$ cat src/rtl/btn_counter_src_if.sv
// Button/switch inputs and display-facing outputs of the button counter source.
interface btn_counter_src_if;
  logic        btn_inc;
  logic        btn_dec;
  logic        btn_load;
  logic [15:0] sw;
  logic [31:0] data;
  logic [15:0] cdata;
  logic [2:0]  press;

  // The counter source receives the raw buttons/switches and drives the display outputs.
  modport master (
    input  btn_inc, btn_dec, btn_load, sw,
    output data, cdata, press
  );

  // The stimulus/display side drives the raw inputs and consumes the outputs.
  modport slave (
    output btn_inc, btn_dec, btn_load, sw,
    input  data, cdata, press
  );
endinterface

$ cat src/rtl/btn_counter_src.sv
// Button-driven data source for the hex display: synchronises and debounces three
// push-buttons, keeps a 16-bit up/down value and a saturating press counter, and
// presents {switches, value} plus the press count to the display.
module btn_counter_src #(
  parameter int DEBOUNCE_CYCLES = 50000,
  parameter int DB_W            = 16
) (
  input  logic              clk,
  input  logic              rst,
  btn_counter_src_if.master bus
);

  localparam logic [DB_W-1:0] DB_LAST = DB_W'(DEBOUNCE_CYCLES - 1);

  // Button bit order everywhere is {load, dec, inc}.
  logic [2:0]      btn_raw;
  logic [2:0]      btn_s1;
  logic [2:0]      btn_s2;
  logic [2:0]      stable;
  logic [2:0]      stable_d;
  logic [2:0]      press;
  logic [DB_W-1:0] db_cnt [3];
  logic [15:0]     sw_s1;
  logic [15:0]     sw_q;
  logic [15:0]     value;
  logic [15:0]     press_cnt;

  assign btn_raw = {bus.btn_load, bus.btn_dec, bus.btn_inc};

  // Two-flop synchronisers for the asynchronous buttons and switches.
  always_ff @(posedge clk) begin
    if (rst) begin
      btn_s1 <= '0;
      btn_s2 <= '0;
      sw_s1  <= '0;
      sw_q   <= '0;
    end else begin
      btn_s1 <= btn_raw;
      btn_s2 <= btn_s1;
      sw_s1  <= bus.sw;
      sw_q   <= sw_s1;
    end
  end

  // Per-button debounce: the stable level follows the synced input only after it has
  // disagreed for DEBOUNCE_CYCLES consecutive clocks; any agreement restarts the count.
  always_ff @(posedge clk) begin
    if (rst) begin
      stable <= '0;
      for (int k = 0; k < 3; k++) db_cnt[k] <= '0;
    end else begin
      for (int k = 0; k < 3; k++) begin
        if (btn_s2[k] == stable[k]) begin
          db_cnt[k] <= '0;
        end else if (db_cnt[k] == DB_LAST) begin
          stable[k] <= btn_s2[k];
          db_cnt[k] <= '0;
        end else begin
          db_cnt[k] <= db_cnt[k] + DB_W'(1);
        end
      end
    end
  end

  // Delayed copy of the stable levels for rising-edge detection.
  always_ff @(posedge clk) begin
    if (rst) stable_d <= '0;
    else     stable_d <= stable;
  end

  assign press = stable & ~stable_d;

  // Value update on a press cycle; load wins, inc+dec together cancel, inc/dec wrap.
  always_ff @(posedge clk) begin
    if (rst) begin
      value <= '0;
    end else if (press[2]) begin
      value <= sw_q;
    end else if (press[1] && press[0]) begin
      value <= value;
    end else if (press[0]) begin
      value <= value + 16'd1;
    end else if (press[1]) begin
      value <= value - 16'd1;
    end
  end

  // Press counter: one count per cycle with any pulse, holding at all-ones.
  always_ff @(posedge clk) begin
    if (rst) begin
      press_cnt <= '0;
    end else if ((|press) && (press_cnt != 16'hFFFF)) begin
      press_cnt <= press_cnt + 16'd1;
    end
  end

  assign bus.data  = {sw_q, value};
  assign bus.cdata = press_cnt;
  assign bus.press = press;

endmodule

$ cat src/flat_wrapper.sv
// flat-port wrapper written by rule: the top's interface ports become plain ports
module btn_counter_src_flat 
#(
  parameter int DEBOUNCE_CYCLES = 50000,
  parameter int DB_W            = 16
)
  (clk, rst, bus_btn_inc, bus_btn_dec, bus_btn_load, bus_sw, bus_data, bus_cdata, bus_press);
  btn_counter_src_if bus_i ();
  input  logic clk;
  input  logic rst;
  input wire logic [$bits(bus_i.btn_inc)-1:0] bus_btn_inc;
  input wire logic [$bits(bus_i.btn_dec)-1:0] bus_btn_dec;
  input wire logic [$bits(bus_i.btn_load)-1:0] bus_btn_load;
  input wire logic [$bits(bus_i.sw)-1:0] bus_sw;
  output wire logic [$bits(bus_i.data)-1:0] bus_data;
  output wire logic [$bits(bus_i.cdata)-1:0] bus_cdata;
  output wire logic [$bits(bus_i.press)-1:0] bus_press;
  assign bus_i.btn_inc = bus_btn_inc;
  assign bus_i.btn_dec = bus_btn_dec;
  assign bus_i.btn_load = bus_btn_load;
  assign bus_i.sw = bus_sw;
  assign bus_data = bus_i.data;
  assign bus_cdata = bus_i.cdata;
  assign bus_press = bus_i.press;
  btn_counter_src #(.DEBOUNCE_CYCLES(DEBOUNCE_CYCLES), .DB_W(DB_W)) u_core (.clk(clk), .rst(rst), .bus(bus_i));
endmodule
$ cat config.mk
export PLATFORM = sky130hd
export DESIGN_NAME = btn_counter_src_flat
export DESIGN_NICKNAME = d
export VERILOG_FILES = /design/src/rtl/btn_counter_src_if.sv /design/src/rtl/btn_counter_src.sv /design/src/flat_wrapper.sv
export SDC_FILE = /design/constraint.sdc
export NUM_CORES = 1
export LEC_CHECK = 0
export CELL_PAD_IN_SITES_DETAIL_PLACEMENT = 1
export CELL_PAD_IN_SITES_GLOBAL_PLACEMENT = 1
export CORE_MARGIN = 5
export CORE_UTILIZATION = 35
export DETAILED_ROUTE_END_ITERATION = 16
export HOLD_SLACK_MARGIN = 0.03
export PLACE_DENSITY_LB_ADDON = 0.1
export SLEW_MARGIN = 20
export SYNTH_ARGS = -nofsm -noshare
export SYNTH_HDL_FRONTEND = slang
export SYNTH_SLANG_ARGS = --single-unit
export TNS_END_PERCENT = 5
$ cat constraint.sdc
create_clock -name clk -period 2.5 [get_ports clk]
set_input_delay 0.5 -clock clk [delete_from_list [all_inputs] [get_ports clk]]
set_output_delay 0.5 -clock clk [all_outputs]
set_load 0.01 [all_outputs]
==> run summary <==
Vias in the first global route = 5075
Yosys top cell by area = dfxtp_1
M1 WL = 6780 um
Resized cells post-CTS = 1
Largest net degree at the start of global routing = 30
WP buf/inv = 1
Crit path kind = reg -> reg
CP Cell Sequence = nand2b_4, buf_4, ha_2, nand2_1, nor2_1, nand3_1, o211ai_1, xnor2_1, a2111oi_1
Share of cells above drive strength 1 = 8.43%
Slew at the pin closest to its max-slew limit = 0.568 ns
Area share of the largest cell type after synthesis = 25.4%
Final cycle utilization of the critical path = 93.7%
Nets = 788
TritonCTS sink count = 124
CTS buffer count = 17
IO Port Bufs = 71
Post-route cell area = 0.00779 mm2
Mapped cell area = 0.00599 mm2
# rows = 47
Achievable frequency = 427 MHz
Synth Instances = 613
Fin util = 46.6%
Leak = 2.96 nW
Routed wl met3 = 809 um
Clk_lat worst skew = 0.42 ns
CP required = 2.81 ns
Total routed wirelength = 15500 um
CP startpoint kind = flip-flop
Min-delay worst type = reg -> reg
Post-synthesis mux area share = 0.836%
Top Family by Delay on Critical Path = compound AO/OA/AOI/OAI gates
Core ar. = 0.0167 mm2
DR DRC count = 0
Post-CTS Setup Inserts = 0
Via count = 4783
Crit end category = flip-flop
CTS tree = built
Synthesis-to-finish area growth = 30.1%
Final TNS setup = 0 ns
Area post-placement = 0.00714 mm2
Iteration-0 DRC Markers = 135
IO Count = 72
Adder-Cell Fraction of Synth Area = 4.51%
Starting Density = 35.8%
Yosys reg bits = 124
Post-synth ARST share = 0%
Most common flop cell mapped by yosys = dfxtp_1
Final setup viols = 0
GRT Residual Overflow = 0
Slowest cell on the critical path = ha_2
Clock transition at path regs = 0.06 ns
Synth warnings = 0
DR top layer = met4
Hold_ws = 0.440 ns
First-pass GRT wire length = 25500 um
CTS Root Cell = clkbuf_16
Die height = 141 um
Crit path DAT = 2.65 ns
Top post-synthesis cells by count = 97 x nor2_1, 76 x dfxtp_1, 48 x edfxtp_1
Post-synth EDFFs = 48
Status = complete, no violations
H-tree Lvls = 4
First-pass DRT Iterations = 4
Critical path origin = u_core.stable[0]
Initial antenna violation count = 0
Post-synthesis simple-gate area fraction = 24.3%
Antenna-violating nets left = 0
Pwr/cell area = 636 mW/mm2
Tot Pwr = 4.95 mW
Die X = 141 um
Fillers = 1951
Routability cong. = 0.835
Crit path time final = 2.34 ns
RSZ-0062 raised after global routing = false
Clk_skew = 0.00541 ns
Die area = 0.0198 mm2
HP Start = u_core.sw_s1[10]
Routed vias/inst = 4.89
Slew Viols, Final = 0
Synth Area in Compound Gates = 8.15%
Metal2 WL = 7630 um
Largest family of logic cells by synthesized area = simple AND/OR/NAND/NOR gates
Max Cap Violations = 0
CTS max path bufs = 2
Synth Area in XOR/XNOR = 9.95%
Avg WL per Cell = 15.9 um
Top area cells in the synthesized netlist = dfxtp_1 25%, edfxtp_1 24%, nor2_1 6.1%, xor2_1 5.1%, xnor2_1 4.8%
Worst Path Max Fanout = 12
Global-route usage over all layers = 16.2%
Worst r2r src = u_core.stable[0]
Max_slew headroom = 62.1%
Seq/Total Area, Yosys = 49.5%
Hold Fails Final Rpt = 0
Post-DP HPWL = 11700 um
Synth cell types = 56
Mean Syn Cell Area = 9.77 um2
Count leader, synth = nor2_1
Hold-fix buffers, CTS = 0
Peak VDD IR = 0.000520 V
CP peak stage delay = 0.41 ns
N_diodes = 0
-- metrics by stage --
stage          setup slack [ns]  instances
2_1_floorplan            0.0823        660
3_5_place_dp             0.0899        947
3_3_place_gp              0.157        947
6_report                  0.158        979
5_1_grt                 0.00620        979
4_1_cts                  0.0287        979
-- power by group --
| group | switching, mW | leakage [nW] | total [mW] | internal, mW |
|---|---|---|---|---|
| combinational | 0.0870 | 1.53 | 0.177 | 0.0900 |
| clock | 0.930 | 0.309 | 2.57 | 1.64 |
| sequential | 0.0477 | 1.12 | 2.21 | 2.16 |
| total | 1.07 | 2.96 | 4.95 | 3.89 |
-- cells in the final DEF, fill, tap and decap left out, drive strengths merged, types with 14 or more instances in the layout --
master	n
nand2	47
clkbuf	23
clkdlybuf4s50	70
o21ai	19
nor2b	43
and3	15
xnor2	33
inv	14
buf	16
xor2	35
a21oi	21
nor2	97
nor3	14
nand3	30
edfxtp	48
ha	20
conb	48
dfxtp	76
-- worst paths after layout --
kind	slack (ns)	cells after the start	end
max	0.16	9	u_core.value[14]
min	0.44	1	u_core.sw_q[10]
max reg2reg	0.16	9	u_core.value[14]
min reg2reg	0.44	1	u_core.sw_q[10]
-- layer usage --
layer | track usage (%) | vias up
li1 | - | 2356
met1 | 19.2 | 2315
met2 | 27.9 | 89
met3 | 5.01 | 23
met4 | 5.41 | 0
met5 | 0 | -
-- registers in the layout (all words and copies together), names as in the netlist --
signal / cells
u_core.db_cnt: 48
u_core.stable: 3
u_core.btn_s2: 3
u_core.btn_s1: 3
u_core.bus.cdata: 16
u_core.sw_q: 16
u_core.value: 16
u_core.sw_s1: 16
u_core.stable_d: 3
-- cells by family (layout without fill, tap and decap cells) --
| family | Yosys count | count (layout) |
|---|---|---|
| DFF | 124 | 124 |
| AOI/OAI and AO/OA | 75 | 75 |
| muxes | 5 | 5 |
| other | 1 | 48 |
| xor gates and xnor gates | 68 | 68 |
| buffers and inverters | 31 | 130 |
| adders and majority gates | 21 | 21 |
| and+or+nand+nor | 288 | 288 |
-- final cells by class --
cell class	count	area (um2)	share of cell area, %
clock buffer	23	542	6.96
clock inverter	9	91.3	1.17
inverter	12	45.0	0.578
multi-input combinational	505	3050	39.2
sequential	124	2960	38.0
tap	220	275	3.53
timing repair buffer	86	818	10.5
-- worst reg2reg max path: cells and delay by family, from the launching register on --
| kind | cells | cell delay, ns |
|---|---|---|
| adder cells (fa/ha/maj) | 1 | 0.41 |
| XOR/XNOR | 1 | 0.11 |
| buffers and inverters | 1 | 0.21 |
| AO/OA/AOI/OAI | 2 | 0.60 |
| flip-flops | 1 | 0.37 |
| AND/OR/NAND/NOR | 4 | 0.54 |
Note: power is estimated with default switching activity, not from simulation.
